File: src/rtl/seq_divider_pkg.sv
// Shared definitions for the sequential restoring divider: FSM encoding,
// default operand width and the iteration-counter sizing helper.
package seq_divider_pkg;

    localparam int DEFAULT_WIDTH = 3;

    typedef enum logic [1:0] {
        IDLE   = 2'd0,
        RUN    = 2'd1,
        FINISH = 2'd2
    } state_t;

    // Bits needed to hold the iteration count WIDTH down to 1.
    function automatic int cnt_width(input int width);
        return $clog2(width + 1);
    endfunction

endpackage

File: src/rtl/seq_divider_full_subtractor.sv
// One-bit full subtractor cell (a - b - borrow_in), the building block of
// the divider's trial-subtraction ripple chain.
module full_subtractor (
    input  logic a,
    input  logic b,
    input  logic borrow_in,
    output logic diff,
    output logic borrow_out
);

    assign diff       = a ^ b ^ borrow_in;
    assign borrow_out = (~a & b) | (~(a ^ b) & borrow_in);

endmodule

File: src/rtl/seq_divider.sv
// Sequential unsigned restoring divider: one quotient bit per clock using a
// WIDTH+1-bit ripple subtractor. start/busy/done handshake:
//   start is sampled only while busy=0 (IDLE or the FINISH/done cycle);
//   busy is high from the accepting edge until the edge that raises done;
//   done is a one-cycle pulse, and quotient/remainder/div_by_zero are held
//   from that edge until the next accepted start or rst.
module seq_divider
    import seq_divider_pkg::*;
#(
    parameter int WIDTH = DEFAULT_WIDTH
) (
    input  logic             clk,
    input  logic             rst,
    input  logic             start,
    input  logic [WIDTH-1:0] dividend,
    input  logic [WIDTH-1:0] divisor,
    output logic             busy,
    output logic             done,
    output logic [WIDTH-1:0] quotient,
    output logic [WIDTH-1:0] remainder,
    output logic             div_by_zero
);

    localparam int CW = cnt_width(WIDTH);

    state_t           state_q, state_d;
    logic [WIDTH-1:0] q_q, q_d;          // dividend shifting out, quotient shifting in
    logic [WIDTH-1:0] d_q, d_d;          // latched divisor
    logic [WIDTH:0]   r_q, r_d;          // partial remainder
    logic [CW-1:0]    cnt_q, cnt_d;      // iterations left
    logic             zero_q, zero_d;    // operation in flight has divisor 0
    logic [WIDTH-1:0] quot_q, quot_d;
    logic [WIDTH-1:0] rem_q, rem_d;
    logic             dbz_q, dbz_d;

    logic [WIDTH:0]   trial_a;
    logic [WIDTH:0]   trial_b;
    logic [WIDTH:0]   trial_t;
    logic [WIDTH+1:0] borrow;
    logic             trial_borrow;
    logic             unused_r_msb;

    // The partial remainder stays below the divisor, so its top bit only
    // exists to keep the trial subtraction from overflowing.
    assign unused_r_msb = r_q[WIDTH];

    assign trial_a   = {r_q[WIDTH-1:0], q_q[WIDTH-1]};
    assign trial_b   = {1'b0, d_q};
    assign borrow[0] = 1'b0;

    // Ripple chain of full subtractors computing trial_a - trial_b.
    for (genvar gi = 0; gi <= WIDTH; gi++) begin : g_sub
        full_subtractor u_fs (
            .a          (trial_a[gi]),
            .b          (trial_b[gi]),
            .borrow_in  (borrow[gi]),
            .diff       (trial_t[gi]),
            .borrow_out (borrow[gi+1])
        );
    end

    assign trial_borrow = borrow[WIDTH+1];

    // Next-state, datapath and result computation.
    always_comb begin
        state_d = state_q;
        q_d     = q_q;
        d_d     = d_q;
        r_d     = r_q;
        cnt_d   = cnt_q;
        zero_d  = zero_q;
        quot_d  = quot_q;
        rem_d   = rem_q;
        dbz_d   = dbz_q;

        case (state_q)
            IDLE, FINISH: begin
                state_d = IDLE;
                if (start) begin
                    q_d     = dividend;
                    d_d     = divisor;
                    r_d     = '0;
                    cnt_d   = CW'(WIDTH);
                    zero_d  = (divisor == '0);
                    state_d = RUN;
                end
            end
            RUN: begin
                if (zero_q) begin
                    // Divide by zero spends a single busy cycle, then reports
                    // all-ones quotient and the untouched dividend.
                    quot_d  = '1;
                    rem_d   = q_q;
                    dbz_d   = 1'b1;
                    state_d = FINISH;
                end else begin
                    if (!trial_borrow) begin
                        r_d = trial_t;
                        q_d = {q_q[WIDTH-2:0], 1'b1};
                    end else begin
                        r_d = trial_a;
                        q_d = {q_q[WIDTH-2:0], 1'b0};
                    end
                    cnt_d = cnt_q - CW'(1);
                    if (cnt_q == CW'(1)) begin
                        quot_d  = q_d;
                        rem_d   = r_d[WIDTH-1:0];
                        dbz_d   = 1'b0;
                        state_d = FINISH;
                    end
                end
            end
            default: state_d = IDLE;
        endcase
    end

    // State and datapath registers with synchronous reset.
    always_ff @(posedge clk) begin
        if (rst) begin
            state_q <= IDLE;
            q_q     <= '0;
            d_q     <= '0;
            r_q     <= '0;
            cnt_q   <= '0;
            zero_q  <= 1'b0;
            quot_q  <= '0;
            rem_q   <= '0;
            dbz_q   <= 1'b0;
        end else begin
            state_q <= state_d;
            q_q     <= q_d;
            d_q     <= d_d;
            r_q     <= r_d;
            cnt_q   <= cnt_d;
            zero_q  <= zero_d;
            quot_q  <= quot_d;
            rem_q   <= rem_d;
            dbz_q   <= dbz_d;
        end
    end

    assign busy        = (state_q == RUN);
    assign done        = (state_q == FINISH);
    assign quotient    = quot_q;
    assign remainder   = rem_q;
    assign div_by_zero = dbz_q;

endmodule

File: config.mk
export PLATFORM = sky130hd
export DESIGN_NAME = seq_divider
export DESIGN_NICKNAME = d
export VERILOG_FILES = /design/src/rtl/seq_divider_pkg.sv /design/src/rtl/seq_divider_full_subtractor.sv /design/src/rtl/seq_divider.sv
export SDC_FILE = /design/constraint.sdc
export NUM_CORES = 1
export LEC_CHECK = 0
export CAP_MARGIN = 20
export CORE_ASPECT_RATIO = 0.75
export CORE_MARGIN = 5
export CORE_UTILIZATION = 30
export DETAILED_ROUTE_END_ITERATION = 7
export GPL_ROUTABILITY_DRIVEN = 0
export GPL_TIMING_DRIVEN = 0
export PLACE_DENSITY = 0.55
export SETUP_SLACK_MARGIN = 0.4
export SLEW_MARGIN = 20
export SYNTH_ARGS = -nofsm -noshare
export SYNTH_HDL_FRONTEND = slang
export SYNTH_SLANG_ARGS = --single-unit
export TNS_END_PERCENT = 50
File: constraint.sdc
create_clock -name clk -period 4.4 [get_ports clk]
set_input_delay 0.44 -clock clk [delete_from_list [all_inputs] [get_ports clk]]
set_output_delay 0.44 -clock clk [all_outputs]
set_load 0.02 [all_outputs]
# ---- Word level (Yosys, flattened, before mapping)
# Cells that the tools add are included.
dict set report word_totals {
  word_cells 64
  memories 0
  out_inout_bits 9
  input_bits 9
  ramBits 0
  latchBits 0
  regBits 21
  mem_bits_ro 0
}
dict set report op_classes {
  addsub 1
  n_mul 0
  n_div 0
  reduce_logical 8
  order_cmp 0
  n_shift 0
  mux 21
  n_eq_ne 6
  bitwise_logic 19
}
# operator n
set ops {}
lappend ops {{3-bit 2-to-1 mux} 9}
lappend ops {{3-bit one-hot mux with 2 select lines} 2}
lappend ops {{2-bit 2-to-1 mux} 4}
lappend ops {{2-bit one-hot mux with 2 select lines} 2}
lappend ops {{1-bit AND} 6}
lappend ops {{1-bit inverter} 6}
lappend ops {{1-bit bitwise XOR} 5}
lappend ops {{2-bit by 1-bit equality test with 1-bit output (second input constant)} 2}
lappend ops {{1-bit 2-to-1 mux} 4}
lappend ops {{2-bit != test (second input constant)} 2}
lappend ops {{2-bit AND reduction} 2}
lappend ops {{2-bit nonzero test} 2}
lappend ops {{3-bit logical NOT} 1}
lappend ops {{3-bit by 1-bit != test with 1-bit output (second input constant)} 1}
lappend ops {{3-bit AND reduction} 1}
lappend ops {{2-bit equality test (second input constant)} 1}
lappend ops {{2-bit logical NOT} 1}
lappend ops {{1-bit OR} 2}
lappend ops {{2-bit OR reduction} 1}
lappend ops {{2-bit by 1-bit subtractor with 2-bit output (second input constant)} 1}

# ---- Logic depth before layout (Yosys ltp)
dict set report logic_depth {
  word_depth 10
  ltp_mapped 11
  ltp_nobuf 10
}

# ---- Modules after synthesis
# From an unflattened synthesis, not the netlist that was laid out.
dict set report hier_totals {
  hier_cells 125
  hier_area_um2 1059.8
}
# mod area_per_inst_um2 n_inst cells_each seq_area_each_um2
set modules_own_cells {}
lappend modules_own_cells {seq_divider 934.6 1 109 420.4}
lappend modules_own_cells {full_subtractor 31.3 4 4 0.0}

# ---- Least setup slack after synthesis
# OpenSTA, ideal clock, no wires.
dict set report synth_timing {
  path_kind {register to register}
  from {register q_q[2]}
  to {register rem_q[1], in the netlist remainder[1]}
  stages_incl_launch_ff 12
  period_less_slack_ns 1.985
  path_slack_ns 2.415
  required_ns 4.342
  path_buffers 1
  setup_ns 0.058
  t_arrival_ns 1.927
  path_cell_list {dfxtp_1 > inv_1 > ha_1 > inv_1 > fa_1 > inv_1 > fa_1 > nand2b_1 > buf_6 > mux2i_1 > a2111oi_0 > a31o_2}
}
dict set report synth_via {
  elab_chain_len 10
  elab_cells_between_ends 11
}
# element line
set synth_lines {}
lappend synth_lines {{from (decl)} seq_divider.sv:27} ;# logic [WIDTH-1:0] q_q, q_d;
lappend synth_lines {{from (signal assigned)} seq_divider.sv:131} ;# q_q <= q_d;
lappend synth_lines {{1-bit inverter *} seq_divider_full_subtractor.sv:12} ;# assign borrow_out = (~a & b) | (~(a ^ b) & borrow_in);
lappend synth_lines {{1-bit AND *} seq_divider_full_subtractor.sv:12}
lappend synth_lines {{1-bit AND} seq_divider_full_subtractor.sv:12}
lappend synth_lines {{1-bit OR} seq_divider_full_subtractor.sv:12}
lappend synth_lines {{1-bit AND} seq_divider_full_subtractor.sv:12}
lappend synth_lines {{1-bit OR} seq_divider_full_subtractor.sv:12}
lappend synth_lines {{1-bit AND} seq_divider_full_subtractor.sv:12}
lappend synth_lines {{3-bit 2-to-1 mux *} seq_divider.sv:97} ;# if (!trial_borrow) begin
lappend synth_lines {{3-bit 2-to-1 mux *} seq_divider.sv:105} ;# if (cnt_q == CW'(1)) begin
lappend synth_lines {{3-bit 2-to-1 mux *} seq_divider.sv:89} ;# if (zero_q) begin
lappend synth_lines {{to (signal assigned)} seq_divider.sv:137} ;# rem_q <= rem_d;
lappend synth_lines {{to (decl)} seq_divider.sv:33} ;# logic [WIDTH-1:0] rem_q, rem_d;
# Mark *: on every way between the ends. The rest lies on a longest branch, timed or not. The select of a mux whose other input is x is not followed.
# A chain may end at the register's enable or synchronous reset.

# ---- Worst setup path after layout
# Ends and elaborated chain as after synthesis.

==> metrics.md <==
| Metric | Value |
|---|---|
| Outcome | `finished clean` |
| Tcrit/Tclk final | `50.3%` |
| WP data required | `4.62 ns` |
| Post-route ant nets | `0` |
| Worst path cell trace | `inv_1 -> ha_1 -> inv_1 -> fa_1 -> inv_1 -> fa_1 -> nand2b_1 -> buf_6 -> mux2i_1 -> a2111oi_0 -> a31o_2` |
| Critical Path End Type | `register` |
| Cell variety after synth | `33` |
| Final Hold Viols | `0` |
| VDD IR-drop max | `0.000172 V` |
| CTS root buffer | `clkbuf_8` |
| Ys flop type | `dfxtp_1` |
| Share of cells above drive strength 1 | `11.9%` |
| First-pass GRT wire length | `3950 um` |
| Hpwl dp | `1680 um` |
| GRT Util Overall | `10.9%` |
| Max-Cap Viols | `0` |
| Initial core utilization | `30.9%` |
| F_max | `452 MHz` |
| Final-report setup violation count | `0` |
| Worst-Margin Slew | `0.493 ns` |
| Routed WL | `2250 um` |
| Worst hold slack | `0.474 ns` |
| Met3 Use GR | `4.22%` |
| Top Ports | `18` |
| Final net count | `149` |
| P_leak | `0.494 nW` |
| Worst path top cell family by delay | `adder cells` |
| GR Layer Usage met2 | `15.8%` |
| GRT Residual Overflow | `0` |
| Drt wl/cell | `12.9 um` |
| Register bit total from synthesis | `21` |
| P&R area growth vs syn | `26.5%` |
| Clk sinks | `21` |
| CP Launch Type | `register` |
| Synth top area share | `42.0%` |
| Global routing usage on met1 | `15.0%` |
| Cts hold-fix bufs | `0` |
| Largest net degree at the start of global routing | `12` |
| Most frequent cell after synthesis | `dfxtp_1` |
| Via Count | `845` |
| Dpl ws | `2.22 ns` |
| DRT iter0 DRCs | `58` |
| Worst-Skew Late Latency | `0.26 ns` |
| Residual DRC count | `0` |
| Top cells by area, synth | `dfxtp_1 (42%), nor2_1 (6.4%), a21oi_1 (5.5%)` |
| Number of global-route vias before repair | `840` |
| Inserted Diodes | `0` |
| Die span in x | `76.7 um` |
| Seq/Total Area, Yosys | `42.0%` |
| CP Class | `reg -> reg` |
| CTS buffer count | `3` |
| PnR worst setup slack | `2.19 ns` |
| Row count | `18` |
| Initial antenna violation count | `0` |
| Synth warnings | `0` |
| Crit-path max cell delay | `0.42 ns` |
| Drt first pass iters | `4` |
| Final min period | `2.21 ns` |
| Post-CTS Resized | `0` |
| Max-slew violations | `0` |
| Post-synth EDFFs | `0` |
| Worst hold path type | `reg -> reg` |
| CTS tree | `yes` |
| Port Buffer Count | `17` |
| Die height | `60.0 um` |
| Crit path DAT | `2.43 ns` |
| Clk slew on worst S/H paths | `0.08 ns` |
| Post-synthesis cell area | `0.00100 sq mm` |
| CP bufs+invs | `4` |
| Biggest area consumer among synthesized cells | `dfxtp_1` |
| Synth top cells by count | `dfxtp_1 (21), nor2_1 (17), a21oi_1 (11), inv_1 (9), nand2_1 (8)` |
| Synthesized area per cell | `8.78 sq um` |
| Cell mode on critical path | `inv_1` |
| Ys async rst share | `0%` |
| Vias per inst | `4.83` |
| Fin Clk Skew | `0.00271 ns` |
| Critical path's slowest cell | `a2111oi_0` |
| Sum Neg Setup Slack | `0 ns` |
| Postcts setup bufs | `0` |
| Critical-path maximum fanout | `8` |
| Die area | `0.00460 sq mm` |
| Pwr dens | `357 mW/mm^2` |
| Net Count, Synth | `127` |
| GRT busiest layer | `met2` |
| H-tree depth | `1` |
| Slew HR | `66.9%` |
| Mapped Cells | `114` |
| RSZ-0062 raised after global routing | `no` |
| Area of the core | `0.00324 sq mm` |
| CTS max path bufs | `2` |
final timing paths:
kind                from  slack [ns]           end  cells past startpoint
setup / recovery  q_q[2]        2.19  remainder[1]                     11
hold / removal    d_q[1]        0.47        d_q[1]                      2
setup reg to reg  q_q[2]        2.19  remainder[1]                     11
hold reg to reg   d_q[1]        0.47        d_q[1]                      2
placed cells by master, fill, tap and decap left out, types with 3 or more instances in the layout:
cell             count
nand2_1              8
buf_6                3
dfxtp_1             21
nand3_1              4
a311oi_1             3
a211oi_1             3
and2b_2              3
nor2_1              17
clkdlybuf4s50_1     17
a21oi_1             11
mux2i_1              3
inv_1                9
clkbuf_8             3
registers in the layout (all words and copies together) (netlist names):
name / cells
cnt_q: 2
d_q: 3
div_by_zero: 1
q_q: 3
quotient: 3
r_q: 3
remainder: 3
state_q: 2
zero_q: 1
through the flow:
stage / utilization (%) / area (sq um) / power, mW / cells
2_1_floorplan: - / 1000 / 0.290 / 114
3_3_place_gp: 37.7 / 1220 / 0.323 / 171
3_5_place_dp: 37.7 / 1220 / 0.324 / 171
4_1_cts: 39.0 / 1270 / 0.455 / 175
5_1_grt: 39.0 / 1270 / 0.476 / 175
6_report: 39.0 / 1270 / 0.451 / 175
where the power goes:
part,total [mW],switching [mW],internal (mW)
clock,0.132,0.0674,0.0647
combinational,0.106,0.0554,0.0503
sequential,0.214,0.00975,0.204
total,0.451,0.133,0.319
kinds of logic (layout without fill, tap and decap cells):
family,Yosys count,after routing,share of synthesized area [%]
buffers and inverters,16,37,8.87
adder cells (fa/ha/maj),4,4,6.50
flip-flops,21,21,42.0
AND/OR/NAND/NOR,40,40,19.3
multiplexers,3,3,3.00
AO/OA/AOI/OAI,30,30,20.4
worst reg2reg max path, delay by kind of cell, from the launching register on:
family | cells | cell delay (ns)
adder cells (fa/ha/maj) | 3 | 0.69
AO/OA/AOI/OAI | 2 | 0.58
AND/OR/NAND/NOR | 1 | 0.10
flip-flops | 1 | 0.40
buffers and inverters | 4 | 0.30
multiplexers | 1 | 0.09
cell type report:
cell class	instances	area [sq um]
clock buffer	4	45.0
timing repair buffer	17	170
inverter	9	33.8
sequential	21	420
multi-input combinational	77	492
tap	40	50.0
buffer	7	55.1
fill	333	1980
layer usage:
metal	vias up	share of wire, %
met1	387	51
met5	-	0
met3	4	5.8
li1	435	-
met4	0	0.98
met2	19	42
No activity file was read; power rests on OpenSTA's default activity.
